===== src/rtl/flow_ctrl_unit.sv =====
// flow_ctrl_unit: fetch/decode flow control with hazard bubbles, PC redirect and bubble statistics
module flow_ctrl_unit #(
   parameter int          LW_STALL = 1,
   parameter int          JR_DELAY = 2,
   parameter logic [31:0] NOP_CMD  = 32'h00000020,
   parameter int          STAT_W   = 16
) (
   input  logic              clk,
   input  logic              reset,
   input  logic [31:0]       cmd_i,
   input  logic              cmd_valid_i,
   input  logic              br_resolve_i,
   input  logic              br_taken_i,
   output logic [31:0]       cmd_o,
   output logic              cmd_valid_o,
   output logic              stall_o,
   output logic              redirect_o,
   output logic [1:0]        pc_sel_o,
   output logic [15:0]       imm_o,
   output logic [25:0]       jmp_addr_o,
   output logic [STAT_W-1:0] bubble_cnt_o
);
   localparam int MAXD = (LW_STALL > JR_DELAY) ? LW_STALL : JR_DELAY;
   localparam int CW = $clog2(MAXD + 1);
   localparam logic [2:0] RUN = 3'd0, LW_WAIT = 3'd1, JR_WAIT = 3'd2, BR_WAIT = 3'd3, FLUSH = 3'd4;
   logic [2:0]        r_state;
   logic [CW-1:0]     r_cnt;
   logic [31:0]       r_cmd;
   logic              r_valid;
   logic              r_redirect;
   logic [1:0]        r_pc_sel;
   logic [15:0]       r_imm;
   logic [25:0]       r_jmp;
   logic [STAT_W-1:0] r_bubble;
   logic [5:0]        w_op;
   logic              w_is_lw, w_is_j, w_is_jr, w_is_br, w_last;
   assign w_op    = cmd_i[31:26];
   assign w_is_lw = w_op == 6'h23;
   assign w_is_j  = w_op == 6'h02 || w_op == 6'h03;
   assign w_is_jr = w_op == 6'h00 && cmd_i[5:0] == 6'h08;
   assign w_is_br = w_op == 6'h04 || w_op == 6'h05;
   assign w_last  = r_cnt <= CW'(1);
   assign stall_o      = r_state != RUN;
   assign cmd_o        = r_cmd;
   assign cmd_valid_o  = r_valid;
   assign redirect_o   = r_redirect;
   assign pc_sel_o     = r_pc_sel;
   assign imm_o        = r_imm;
   assign jmp_addr_o   = r_jmp;
   assign bubble_cnt_o = r_bubble;
   always_ff @(posedge clk or posedge reset) begin
      if (reset) begin
         r_state    <= RUN;
         r_cnt      <= '0;
         r_cmd      <= NOP_CMD;
         r_valid    <= 1'b0;
         r_redirect <= 1'b0;
         r_pc_sel   <= 2'b00;
         r_imm      <= '0;
         r_jmp      <= '0;
         r_bubble   <= '0;
      end else begin
         r_redirect <= 1'b0;
         r_pc_sel   <= 2'b00;
         if (r_state == RUN) begin
            r_cmd   <= cmd_valid_i ? cmd_i : NOP_CMD;
            r_valid <= cmd_valid_i;
            if (cmd_valid_i) begin
               r_imm <= cmd_i[15:0];
               r_jmp <= cmd_i[25:0];
               if (w_is_lw) begin
                  r_state <= LW_WAIT;
                  r_cnt   <= CW'(LW_STALL);
               end else if (w_is_jr) begin
                  r_state <= JR_WAIT;
                  r_cnt   <= CW'(JR_DELAY);
               end else if (w_is_br) begin
                  r_state <= BR_WAIT;
               end else if (w_is_j) begin
                  r_state    <= FLUSH;
                  r_redirect <= 1'b1;
                  r_pc_sel   <= 2'b01;
               end
            end
         end else begin
            // every non-RUN cycle emits exactly one counted bubble
            r_cmd   <= NOP_CMD;
            r_valid <= 1'b0;
            if (~&r_bubble) r_bubble <= r_bubble + 1'b1;
            if (r_state == LW_WAIT) begin
               r_cnt   <= r_cnt - CW'(1);
               r_state <= w_last ? RUN : LW_WAIT;
            end else if (r_state == JR_WAIT) begin
               r_cnt      <= r_cnt - CW'(1);
               r_state    <= w_last ? FLUSH : JR_WAIT;
               r_redirect <= w_last;
               r_pc_sel   <= w_last ? 2'b10 : 2'b00;
            end else if (r_state == BR_WAIT) begin
               if (br_resolve_i) begin
                  r_state    <= br_taken_i ? FLUSH : RUN;
                  r_redirect <= br_taken_i;
                  r_pc_sel   <= br_taken_i ? 2'b11 : 2'b00;
               end
            end else begin
               r_state <= RUN;
            end
         end
      end
   end
endmodule


===== config.mk =====
export PLATFORM = sky130hd
export DESIGN_NAME = flow_ctrl_unit
export DESIGN_NICKNAME = d
export VERILOG_FILES = /design/src/rtl/flow_ctrl_unit.sv
export SDC_FILE = /design/constraint.sdc
export NUM_CORES = 1
export LEC_CHECK = 0
export BUFFER_PORTS_ARGS = -buffer_cell sky130_fd_sc_hd__buf_2
export CAP_MARGIN = 10
export CORE_MARGIN = 5
export CORE_UTILIZATION = 44
export CTS_CLUSTER_DIAMETER = 60
export DETAILED_ROUTE_END_ITERATION = 6
export PLACE_DENSITY = 0.75
export SETUP_SLACK_MARGIN = 0.1
export SKIP_LAST_GASP = 1
export SLEW_MARGIN = 20
export SYNTH_ARGS = -nofsm -noshare
export SYNTH_HDL_FRONTEND = slang
export SYNTH_SLANG_ARGS = --single-unit

===== constraint.sdc =====
create_clock -name clk -period 2.4 [get_ports clk]
set_input_delay 0.12 -clock clk [delete_from_list [all_inputs] [get_ports clk]]
set_output_delay 0.12 -clock clk [all_outputs]
set_load 0.01 [all_outputs]

### Word level (Yosys, flattened, before mapping)

Cells that the tools add are included.

* bits in registers: 99
* input bits: 37
* output and inout bits: 95
* word-level logic and storage cells: 83

* $add $sub $neg: 2
* magnitude comparators: 1
* equal/unequal tests: 13
* mux-type cells: 44
* bitwise gates (word level): 2
* reduce and logical (&&, ||, !) cells: 12

Operators with widths (number)
* $mux 32: 2
* $mux 3: 12
* $mux 2: 13
* $mux 1: 17
* $add 16x1->16 const B: 1
* $reduce_and 16->1: 1
* $eq 6x2->1 const B: 2
* $eq 6x3->1 const B: 2
* $ne 5x5->1 const B: 2
* $eq 3x2->1 const B: 2
* $eq 6x4->1 const B: 1
* $eq 6x6->1 const B: 1
* $logic_not 6->1: 1
* $reduce_and 3->1: 2
* $reduce_bool 3->1: 2
* $reduce_and 2->1: 2
* $eq 3x1->1 const B: 1
* $logic_not 3->1: 1
* $ne 3x3->1 const B: 1
* $le 2x1->1 const B: 1
* $logic_or 1x1->1: 2
* $ne 2x2->1 const B: 1
* $not 1->1: 2
* $sub 2x1->2 const B: 1
* $logic_and 1x1->1: 1

### Depth between registers and ports, before layout

Gate-level depths: netlist of run 1.

* word-level depth: 8
* depth in mapped cells: 6
* depth with buffers taken out: 6

### Worst setup path before layout of run 1

Ideal clock, no wire load.

* kind: flip-flop to flip-flop
* start: register r_state[2]
* end: register r_imm[0] (netlist: imm_o[0])
* setup time: 0.125 ns
* arrival: 1.560 ns
* required time: 2.275 ns
* slack: 0.715 ns
* stages on the path, launching flop included: 7
* path buffers: 2
* clock period less this slack: 1.685 ns
* cell sequence: dfrtp_1 > buf_6 > nor3_4 > inv_4 > nor2_8 > buf_12 > mux2_4

* longest elaborated chain between the ends: 2

RTL lines
* start, declared: RTL line 26 `logic [2:0] r_state;`
* start signal, assigned: RTL line 92 `r_state <= w_last ? RUN : LW_WAIT;`
* start signal, assigned: RTL line 95 `r_state <= w_last ? FLUSH : JR_WAIT;`
* start signal, assigned: RTL line 100 `r_state <= br_taken_i ? FLUSH : RUN;`
* $logic_not 3->1: RTL line 65 `if (r_state == RUN) begin`
* $reduce_and 2->1 (no line)
* end signal, assigned: RTL line 69 `r_imm <= cmd_i[15:0];`
* end, declared: RTL line 32 `logic [15:0] r_imm;`

No other way between the ends.
A chain may end at the register's enable or synchronous reset.

### Worst setup path after layout of run 1

* start: register r_state[0]
* end: register r_imm[6] (netlist: imm_o[6])

Same word-level chain as after synthesis.

==> impl_metrics.sql, run 1 <==
INSERT INTO impl_metrics (metric_group, metric, value, unit) VALUES
('timing', 'post-route-period-util', '78.3', '%'),
('cts', 'buffer_levels_on_the_longest_clock_path', '2', ''),
('timing', 'rsz_0062_raised_after_global_routing', 'false', ''),
('drt', 'drt-pass1-iter-count', '4', ''),
('logic_synthesis', 'netlist-cell-type-count', '51', ''),
('setup_path', 'r2r_slack', '0.52', 'ns'),
('hold_path', 'hold_path_startpoint', 'cmd_i[25]', ''),
('logic_synthesis', 'async_reset_ff_share', '100', '%'),
('global_routing', 'pin_count_of_the_biggest_net_entering_global_routing', '72', ''),
('setup_path', 'crit_slowest_cell', 'sky130_fd_sc_hd__dfrtp_1', ''),
('finish', 'final_cell_area', '0.00455', 'mm2'),
('cts', 'worst_setup_hold_path_clk_slew', '0.08', 'ns'),
('global_routing', 'gr-usage-all-layers', '16.4', '%'),
('die', 'boundaryPins', '132', ''),
('cts', 'ctsHtreeMaxLevel', '3', ''),
('timing', 'tightestPinTransition', '0.612', 'ns'),
('run_status', 'run_status', 'completed', ''),
('setup_path', 'cpLargestDelayFamily', 'simple AND/OR/NAND/NOR gates', ''),
('place', 'detailedPlacementHpwl', '5.74', 'mm'),
('global_routing', 'antenna_found_initial', '1', ''),
('place', 'placement.cell_area', '0.00419', 'mm2'),
('hold_path', 'worst_hold_path.num_cells', '2', ''),
('hold_path', 'timing.hold.worst.class', 'primary input to flop', ''),
('die', 'floorplan.die_area', '0.0101', 'mm2'),
('setup_path', 'crit_path_end_kind', 'flop', ''),
('pwr', 'p_switching', '1.06', 'mW'),
('timing', 'fin_worst_skew', '0.00982', 'ns'),
('finish', 'final_nets', '440', ''),
('pwr', 'finalPower', '3.67', 'mW'),
('setup_path', 'startpoint_type', 'flop', ''),
('logic_synthesis', 'synthDominantCellAreaShare', '57.2', '%'),
('pwr', 'power.share.clock', '30.5', '%'),
('drt', 'drc', '0', ''),
('timing', 'slew_headroom', '59.2', '%'),
('die', 'core_area', '0.00809', 'mm2'),
('finish', 'syn2layout_area_growth', '26.9', '%'),
('logic_synthesis', 'synthDominantAreaCellType', 'sky130_fd_sc_hd__dfrtp_1', ''),
('drt', 'drtAntennaViolNets', '0', ''),
('timing', 'timing.final.ws_setup', '0.521', 'ns'),
('finish', 'multi_input_comb_area', '0.00127', 'mm2'),
('cts', 'clkSinkCount', '83', ''),
('logic_synthesis', 'postSynth.topFlopCell', 'sky130_fd_sc_hd__dfrtp_1', ''),
('drt', 'avgViaCountPerCell', '5.04', ''),
('pwr', 'p_comb_share', '22.8', '%'),
('hold_path', 'worstHoldEndpoint', 'jmp_addr_o[25]$_DFFE_PP0P_', ''),
('die', 'row_count', '33', ''),
('logic_synthesis', 'post_synth_edffs', '0', ''),
('drt', 'drt-initial-drc-count', '68', ''),
('cts', 'post_cts_buffers', '0', ''),
('timing', 'setup_viol', '0', ''),
('finish', 'final_cells', '511', ''),
('timing', 'totalNegativeSetupSlack', '0', 'ns'),
('die', 'dieHeight', '100', 'um'),
('timing', 'period_needed', '1.88', 'ns'),
('drt', 'route.vias.total', '2573', ''),
('cts', 'clock_insertion_delay_worst_skew', '0.34', 'ns'),
('finish', 'layout_cell_share_with_drive_strength_beyond_1', '47.0', '%'),
('global_routing', 'grt_overflow', '0', ''),
('place', 'place_worst_setup_slack', '0.509', 'ns'),
('global_routing', 'wire_length_of_the_first_global_routing_pass', '12.9', 'mm'),
('setup_path', 'critical_path.max_stage_delay', '0.52', 'ns'),
('pwr', 'peakVddDrop', '475', 'uV'),
('timing', 'slew_viol_final', '0', ''),
('cts', 'tritoncts', 'built', ''),
('pwr', 'seqPwrFrac', '46.7', '%'),
('logic_synthesis', 'seq_area_frac_synth', '58.0', '%'),
('setup_path', 'crit_type', 'flop to flop', ''),
('finish', 'finalCoreUtilization', '56.2', '%'),
('logic_synthesis', 'synth.avg_cell_area', '13.2', 'um2'),
('cts', 'cts_made_buffers', '9', ''),
('logic_synthesis', 'number_of_cells_produced_by_synthesis', '271', '');
layout make-up:
type | count | area share (%)
Multi-Input combinational cell | 154 | 27.9
Sequential cell | 83 | 45.7
Inverter | 6 | 0.577
Clock buffer | 11 | 3.11
Tap cell | 105 | 2.89
Clock inverter | 5 | 1.87
Timing Repair Buffer | 147 | 18.0
worst max-delay path by stage:
stage	startpoint	to	slack, ns	cells past startpoint
final	r_state[0]$_DFFE_PP0P_	imm_o[6]$_DFFE_PP0P_	0.52	4
after global routing	r_state[0]$_DFFE_PP0P_	imm_o[6]$_DFFE_PP0P_	0.43	4
after CTS	r_state[0]$_DFFE_PP0P_	imm_o[6]$_DFFE_PP0P_	0.50	4
after detailed placement	r_state[0]$_DFFE_PP0P_	imm_o[6]$_DFFE_PP0P_	0.51	4
after global placement	r_state[0]$_DFFE_PP0P_	imm_o[6]$_DFFE_PP0P_	0.56	4
after floorplan	reset	bubble_cnt_o[0]$_DFFE_PP0P_	0.14	1
flip-flops by register name, summed over array words and instances, names as in the netlist:
| signal | flops |
|---|---|
| bubble_cnt_o | 16 |
| cmd_o | 32 |
| cmd_valid_o | 1 |
| imm_o | 15 |
| jmp_addr_o | 11 |
| pc_sel_o | 2 |
| r_cnt | 2 |
| r_state | 3 |
| redirect_o | 1 |
power groups by stage:
stage	clock network, mW	registers, mW	logic, mW
after floorplan	0	1.80	0.495
after global placement	0	1.74	0.813
after detailed placement	0	1.74	0.833
after CTS	1.15	1.72	0.852
after global routing	1.20	1.75	0.908
final	1.12	1.72	0.836
layer usage:
layer | track usage (%) | wire (um)
met1 | 20.9 | 3360
met2 | 27.4 | 4160
met3 | 3.96 | 589
met4 | 5.91 | 99
met5 | 0 | 7
cell families after synthesis:
kind of cell	after synthesis	share of synthesized area (%)
flip-flops	83	58.0
AND/OR/NAND/NOR	79	13.9
buffers and inverters	34	6.67
AO/OA/AOI/OAI	31	6.56
multiplexers	29	11.0
XOR/XNOR	13	3.18
adder cells (fa/ha/maj)	2	0.698
repair_timing:
| item | 4_1_cts | 5_1_grt |
|---|---|---|
| hold buffers | 13 | 0 |
| hold endpoints to repair | 27 | 0 |
| gates resized for setup | 0 | 0 |
cell usage after synthesis (4+ instances only):
| library cell | n |
|---|---|
| sky130_fd_sc_hd__nor2_1 | 9 |
| sky130_fd_sc_hd__o21ai_0 | 5 |
| sky130_fd_sc_hd__mux2_4 | 19 |
| sky130_fd_sc_hd__dfrtp_1 | 82 |
| sky130_fd_sc_hd__a211oi_1 | 4 |
| sky130_fd_sc_hd__nor3_1 | 8 |
| sky130_fd_sc_hd__and3_1 | 32 |
| sky130_fd_sc_hd__mux2_2 | 8 |
| sky130_fd_sc_hd__nand2_1 | 7 |
| sky130_fd_sc_hd__clkbuf_1 | 6 |
| sky130_fd_sc_hd__xor2_1 | 10 |
| sky130_fd_sc_hd__inv_1 | 5 |
| sky130_fd_sc_hd__nand4_1 | 6 |
| sky130_fd_sc_hd__a21oi_1 | 7 |
| sky130_fd_sc_hd__buf_4 | 18 |
layout by cell type, fill, tap and decap left out, types with 3 or more instances in the layout:
master	synthesis	layout
sky130_fd_sc_hd__a211oi_1	4	4
sky130_fd_sc_hd__a21oi_1	7	7
sky130_fd_sc_hd__and3_1	32	32
sky130_fd_sc_hd__buf_2	1	131
sky130_fd_sc_hd__clkbuf_8	0	10
sky130_fd_sc_hd__dfrtp_1	82	82
sky130_fd_sc_hd__dlygate4sd3_1	0	13
sky130_fd_sc_hd__inv_1	5	4
sky130_fd_sc_hd__mux2_2	8	8
sky130_fd_sc_hd__mux2_4	19	19
sky130_fd_sc_hd__nand2_1	7	7
sky130_fd_sc_hd__nand4_1	6	6
sky130_fd_sc_hd__nor2_1	9	9
sky130_fd_sc_hd__nor3_1	8	8
sky130_fd_sc_hd__o21ai_0	5	5
sky130_fd_sc_hd__xnor2_1	3	3
sky130_fd_sc_hd__xor2_1	10	10
No activity file was read; power rests on OpenSTA's default activity.
==> inputs of run 2 (changes only) <==
- PLACE_DENSITY: 0.75 -> 0.72
- clock period: 2.4 -> 1.75 ns (I/O delays scaled with it)
==> run 2 against run 1 <==
Against the previous run: register-to-register slack worse by 0.37 ns; worst hold slack better by 0.0019 ns; clock power up 28%; flip-flop and latch count unchanged; global-route usage up 1.1 points; non-clock buffer count up 25.
==> impl_metrics.sql, run 2 (synthesis gave the netlist of run 1 again) <==
INSERT INTO impl_metrics (metric_group, metric, value, unit) VALUES
('finish', 'final_cell_mix', 'sky130_fd_sc_hd__buf_2 (131), sky130_fd_sc_hd__dfrtp_1 (81), sky130_fd_sc_hd__and3_1 (32), sky130_fd_sc_hd__dlygate4sd3_1 (28), sky130_fd_sc_hd__mux2_4 (19)', ''),
('cts', 'tritoncts', 'built', ''),
('setup_path', 'crit_path_end_kind', 'flop', ''),
('global_routing', 'antenna_found_initial', '0', ''),
('setup_path', 'crit_type', 'flop to flop', ''),
('place', 'io_buffer_count', '131', ''),
('drt', 'drt-pass1-iter-count', '4', ''),
('cts', 'worst_setup_hold_path_clk_slew', '0.08', 'ns'),
('place', 'placement.cell_area', '0.00430', 'mm2'),
('finish', 'largest_reg_flops', '32', ''),
('hold_path', 'worstHoldEndpoint', 'pc_sel_o[0]$_DFF_PP0_', ''),
('hold_path', 'worst_hold_path.num_cells', '3', ''),
('finish', 'final_nets', '465', ''),
('timing', 'slew_viol_final', '0', ''),
('finish', 'finalCoreUtilization', '59.5', '%'),
('timing', 'post-route-period-util', '91.4', '%'),
('pwr', 'powerDensity', '1050', 'mW/mm2'),
('finish', 'antennaDiodeCount', '0', ''),
('drt', 'wirelength', '8.80', 'mm'),
('global_routing', 'wire_length_of_the_first_global_routing_pass', '14.0', 'mm'),
('drt', 'avgViaCountPerCell', '4.98', ''),
('drt', 'drt-initial-drc-count', '95', ''),
('setup_path', 'r2r_slack', '0.15', 'ns'),
('cts', 'clkSinkCount', '83', ''),
('timing', 'max_freq', '625', 'MHz'),
('setup_path', 'worstSetupStartpoint', 'bubble_cnt_o[7]$_DFFE_PP0P_', ''),
('run_status', 'run_status', 'completed', ''),
('cts', 'post_cts_buffers', '0', ''),
('die', 'row_count', '33', ''),
('die', 'dieHeight', '100', 'um'),
('hold_path', 'hold_path_startpoint', 'br_taken_i', ''),
('pwr', 'p_leak', '2.54', 'nW'),
('cts', 'clock_insertion_delay_worst_skew', '0.35', 'ns'),
('global_routing', 'grt_overflow', '0', ''),
('drt', 'drtAntennaViolNets', '0', ''),
('finish', 'num-fill-cells', '683', ''),
('finish', 'mostFrequentLayoutCell', 'sky130_fd_sc_hd__buf_2', ''),
('timing', 'period_needed', '1.60', 'ns'),
('timing', 'finalHoldViolCount', '0', ''),
('global_routing', 'gr-usage-all-layers', '17.5', '%'),
('setup_path', 'startpoint_type', 'flop', ''),
('timing', 'slew_headroom', '63.6', '%'),
('die', 'initial_cell_density_of_the_core', '44.3', '%'),
('setup_path', 'ff2ff_path_depth', '4', ''),
('timing', 'setup_viol', '0', ''),
('die', 'boundaryPins', '132', ''),
('drt', 'wl_per_cell', '16.4', 'um'),
('hold_path', 'timing.hold.worst.class', 'primary input to flop', ''),
('cts', 'buffer_levels_on_the_longest_clock_path', '2', ''),
('run', 'max_cap_violations', '0', ''),
('setup_path', 'critical_path.reg2reg.startpoint', 'bubble_cnt_o[7]$_DFFE_PP0P_', ''),
('place', 'detailedPlacementHpwl', '6.16', 'mm'),
('setup_path', 'critical_path.max_fanout', '5', ''),
('pwr', 'peakVddDrop', '422', 'uV'),
('timing', 'rsz_0062_raised_after_global_routing', 'true', ''),
('drt', 'route.vias.total', '2667', ''),
('die', 'floorplan.die.width', '100', 'um'),
('setup_path', 'critical_path.reg2reg.endpoint', 'bubble_cnt_o[1]$_DFFE_PP0P_', ''),
('finish', 'syn2layout_area_growth', '34.3', '%'),
('global_routing', 'pin_count_of_the_biggest_net_entering_global_routing', '38', ''),
('setup_path', 'required_time_of_the_critical_path', '1.98', 'ns'),
('drt', 'drc', '0', ''),
('timing', 'tightestPinTransition', '0.544', 'ns'),
('cts', 'cts_made_buffers', '9', ''),
('die', 'core_area', '0.00809', 'mm2'),
('cts', 'ctsHtreeMaxLevel', '3', ''),
('die', 'floorplan.die_area', '0.0101', 'mm2'),
('finish', 'final_cell_area', '0.00482', 'mm2'),
('cts', 'cts_root_buf', 'sky130_fd_sc_hd__clkbuf_8', ''),
('timing', 'totalNegativeSetupSlack', '0', 'ns'),
('timing', 'fin_worst_skew', '0.00909', 'ns'),
('finish', 'layout_cell_share_with_drive_strength_beyond_1', '48.0', '%'),
('global_routing', 'first_global_vias', '2785', ''),
('setup_path', 'critical_path_arrival', '1.83', 'ns'),
('place', 'globalplace.congestion', '0.815', '');
-- run 2: changes by cell type in the layout (fill, tap and decap cells not counted), sizes merged --
cell,change
buf,+10
bufinv,-1
clkinv,-1
clkbuf,-1
dlygate4sd3,+15
inv,+1
clkinvlp,+2
-- run 2: through the flow --
stage	setup slack [ns]	std cells	power, mW	hold slack (ns)
floorplan	0.0648	271	3.15	0.185
global placement	0.178	492	3.56	0.158
detailed placement	0.128	492	3.60	0.173
CTS	0.113	536	5.09	0.00436
global route	0.0820	536	5.33	0.0105
finish	0.150	536	5.06	0.0201
-- run 2: what timing repair did --
item / CTS / global route
setup endpoints to repair: 0 / 9
hold buffers: 28 / 0
hold endpoints to repair: 67 / 0
resized for setup: 0 / 7
-- run 2: cell type report --
cell class                      count  area (um2)  area share, %
Inverter                            6        28.8          0.598
Clock inverter                      6        71.3           1.48
Clock buffer                       10         138           2.86
Timing Repair Buffer              172        1070           22.3
Multi-Input combinational cell    154        1290           26.8
Sequential cell                    83        2080           43.2
Tap cell                          105         131           2.73
-- run 2: power by group --
group | internal [mW] | leakage [nW] | total, mW | switching (mW)
registers | 2.17 | 1.05 | 2.34 | 0.166
logic | 0.651 | 1.39 | 1.30 | 0.651
clock network | 0.711 | 0.0995 | 1.43 | 0.716
-- run 2: worst max-delay path, stage by stage (launching register included) --
cell                      delay, ns
sky130_fd_sc_hd__dfrtp_1       0.44
sky130_fd_sc_hd__and3_1        0.24
sky130_fd_sc_hd__nor3b_2       0.17
sky130_fd_sc_hd__a31oi_1       0.28
sky130_fd_sc_hd__mux2_2        0.37
-- run 2: per-layer routing --
metal  vias up  share of wire (%)  global-route usage [%]
met2        97                 50                    28.8
li1       1257                  -                       -
met5         -                  0                       0
met3        10                8.0                    4.59
met1      1303                 41                    22.4
met4         0                1.0                    6.32
-- run 2: worst max-delay path by stage --
stage / depth (start not counted) / endpoint
after floorplan: 6 / imm_o[0]$_DFFE_PP0P_
after global placement: 5 / bubble_cnt_o[1]$_DFFE_PP0P_
after detailed placement: 5 / bubble_cnt_o[1]$_DFFE_PP0P_
after CTS: 5 / bubble_cnt_o[1]$_DFFE_PP0P_
after global routing: 5 / bubble_cnt_o[15]$_DFFE_PP0P_
final: 4 / bubble_cnt_o[1]$_DFFE_PP0P_
==> inputs of run 3 (changes only) <==
- CORE_ASPECT_RATIO: not set -> 1.2
==> run 3 against run 2 <==
Against the previous run: clock skew is 0.0029 ns lower; flip-flop and latch count stayed put; register-to-register slack hardly changed; global-route usage is 0.45 points higher; combinational power hardly changed.
==> impl_metrics.sql, run 3 (synthesis gave the netlist of run 1 again) <==
INSERT INTO impl_metrics (metric_group, metric, value, unit) VALUES
('pwr', 'p_switching', '1.53', 'mW'),
('pwr', 'p_leak', '2.55', 'nW'),
('finish', 'final_cells', '526', ''),
('die', 'boundaryPins', '132', ''),
('timing', 'max_freq', '623', 'MHz'),
('place', 'globalplace.congestion', '0.849', ''),
('cts', 'clock_insertion_delay_worst_skew', '0.35', 'ns'),
('drt', 'wirelength', '8.90', 'mm'),
('drt', 'route.vias.total', '2688', ''),
('run', 'max_cap_violations', '0', ''),
('die', 'floorplan.die_area', '0.0101', 'mm2'),
('place', 'place_worst_setup_slack', '0.0980', 'ns'),
('drt', 'top_layer', 'met4', ''),
('global_routing', 'gr-usage-all-layers', '18.0', '%'),
('finish', 'sequential_cell_area', '0.00208', 'mm2'),
('cts', 'buffer_levels_on_the_longest_clock_path', '2', ''),
('hold_path', 'timing.hold.worst.class', 'primary input to flop', ''),
('run_status', 'run_status', 'completed', ''),
('pwr', 'power.share.clock', '29.6', '%'),
('place', 'io_buffer_count', '131', ''),
('setup_path', 'crit_type', 'flop to flop', ''),
('finish', 'multi_input_comb_area', '0.00129', 'mm2'),
('setup_path', 'crit_path_end_kind', 'flop', ''),
('drt', 'drc', '0', ''),
('die', 'floorplan.die.width', '92.4', 'um'),
('timing', 'period_needed', '1.60', 'ns'),
('drt', 'drt-pass1-iter-count', '4', ''),
('place', 'placed_cells', '480', ''),
('cts', 'clkSinkCount', '83', ''),
('cts', 'worst_setup_hold_path_clk_slew', '0.08', 'ns'),
('setup_path', 'critical_path.max_fanout', '11', ''),
('cts', 'ctsHtreeMaxLevel', '3', ''),
('die', 'core_area', '0.00802', 'mm2'),
('timing', 'tightestPinTransition', '0.453', 'ns'),
('drt', 'wl_per_cell', '16.9', 'um'),
('cts', 'tritoncts', 'built', ''),
('timing', 'finalHoldViolCount', '0', ''),
('timing', 'post-route-period-util', '91.7', '%'),
('timing', 'rsz_0062_raised_after_global_routing', 'true', ''),
('cts', 'cts_root_buf', 'sky130_fd_sc_hd__clkbuf_8', ''),
('pwr', 'peakVddDrop', '612', 'uV'),
('finish', 'layout_cell_share_with_drive_strength_beyond_1', '48.3', '%'),
('timing', 'timing.final.ws_setup', '0.145', 'ns'),
('drt', 'drt-initial-drc-count', '124', ''),
('global_routing', 'first_global_vias', '2790', ''),
('die', 'dieHeight', '109', 'um'),
('timing', 'setup_viol', '0', ''),
('pwr', 'internal_power', '3.69', 'mW'),
('finish', 'finalCoreUtilization', '60.1', '%'),
('place', 'detailedPlacementHpwl', '6.29', 'mm'),
('setup_path', 'startpoint_type', 'flop', ''),
('finish', 'final_cell_mix', 'sky130_fd_sc_hd__buf_2 (131), sky130_fd_sc_hd__dfrtp_1 (81), sky130_fd_sc_hd__and3_1 (32), sky130_fd_sc_hd__dlygate4sd3_1 (26), sky130_fd_sc_hd__mux2_4 (19)', ''),
('pwr', 'p_comb_share', '25.5', '%'),
('drt', 'drtAntennaViolNets', '0', ''),
('setup_path', 'required_time_of_the_critical_path', '2.02', 'ns'),
('finish', 'mostFrequentLayoutCell', 'sky130_fd_sc_hd__buf_2', ''),
('finish', 'syn2layout_area_growth', '34.3', '%'),
('pwr', 'switching_part_of_the_total_power', '29.4', '%'),
('global_routing', 'pin_count_of_the_biggest_net_entering_global_routing', '45', ''),
('setup_path', 'critical_path_arrival', '1.88', 'ns'),
('pwr', 'seqPwrFrac', '44.9', '%'),
('global_routing', 'antenna_found_initial', '0', ''),
('drt', 'dr_wl_met3', '463', 'um'),
('global_routing', 'wire_length_of_the_first_global_routing_pass', '14.0', 'mm'),
('cts', 'cts_made_buffers', '9', ''),
('pwr', 'powerDensity', '1090', 'mW/mm2'),
('die', 'row_count', '36', ''),
('finish', 'largest_reg_flops', '32', ''),
('die', 'initial_cell_density_of_the_core', '44.7', '%'),
('timing', 'slew_headroom', '69.4', '%'),
('drt', 'avgViaCountPerCell', '5.11', ''),
('finish', 'num-fill-cells', '657', ''),
('global_routing', 'grt_overflow', '0', ''),
('timing', 'fin_worst_skew', '0.00620', 'ns'),
('drt', 'route.met2.wl', '4.55', 'mm'),
('timing', 'totalNegativeSetupSlack', '0', 'ns'),
('finish', 'antennaDiodeCount', '0', ''),
('drt', 'routedLengthMet1', '3.63', 'mm'),
('finish', 'final_nets', '465', ''),
('timing', 'slew_viol_final', '0', '');
==> run 3: area by class of cell <==
type | count | share of cell area (%)
timing repair buffer | 172 | 22.2
tap | 95 | 2.47
clock buffer | 11 | 2.94
multi-input combinational | 154 | 26.8
clock inverter | 5 | 1.77
inverter | 6 | 0.598
sequential | 83 | 43.2
==> run 3: timing repair <==
item | 4_1_cts | 5_1_grt
endpoints found under the hold margin | 127 | 0
setup buffers | 0 | 4
resized for setup | 2 | 4
hold buffers | 26 | 0
setup endpoints to repair | 1 | 14
pin swaps | 0 | 3
==> run 3: worst paths after layout <==
| check | start | endpoint | slack (ns) | cells after the start |
|---|---|---|---|---|
| setup / recovery | r_state[0]$_DFFE_PP0P_ | bubble_cnt_o[15]$_DFFE_PP0P_ | 0.15 | 5 |
| hold / removal | cmd_i[26] | cmd_o[26]$_DFF_PP0_ | 0.02 | 2 |
| setup reg to reg | r_state[0]$_DFFE_PP0P_ | bubble_cnt_o[15]$_DFFE_PP0P_ | 0.15 | 5 |
| hold reg to reg | bubble_cnt_o[5]$_DFFE_PP0P_ | bubble_cnt_o[5]$_DFFE_PP0P_ | 0.50 | 1 |
| max in group asynchronous | reset | cmd_o[5]$_DFF_PP1_ | 1.11 | 4 |
| min in group asynchronous | reset | cmd_o[14]$_DFF_PP0_ | 0.37 | 4 |
==> run 3: per-stage QoR <==
stage          hold WS (ns)  total power [mW]  cell area (um2)
2_1_floorplan         0.185              3.15             3590
4_1_cts             0.00385              5.24             4770
5_1_grt              0.0185              5.50             4820
3_5_place_dp          0.193              3.60             4270
3_3_place_gp          0.190              3.55             4270
6_report             0.0170              5.23             4820
==> run 3: per-layer routing <==
| layer | vias up | track usage (%) |
|---|---|---|
| met1 | 1331 | 22.4 |
| met2 | 87 | 29.9 |
| met5 | - | 0 |
| met4 | 0 | 9.55 |
| met3 | 18 | 3.24 |
| li1 | 1252 | - |
==> run 3: critical path, stage by stage, from the launching register on <==
cell and delay, ns:
sky130_fd_sc_hd__dfrtp_1 0.39, sky130_fd_sc_hd__buf_4 0.19, sky130_fd_sc_hd__o311a_2 0.28, sky130_fd_sc_hd__nand3_4 0.12
sky130_fd_sc_hd__a2111oi_4 0.35, sky130_fd_sc_hd__xor2_1 0.20
==> run 3: power by group through the flow <==
stage / registers, mW / logic, mW / clock network (mW)
after floorplan: 2.47 / 0.683 / 0
after global placement: 2.35 / 1.20 / 0
after detailed placement: 2.37 / 1.23 / 0
after CTS: 2.35 / 1.29 / 1.60
after global routing: 2.39 / 1.44 / 1.67
final: 2.35 / 1.33 / 1.55
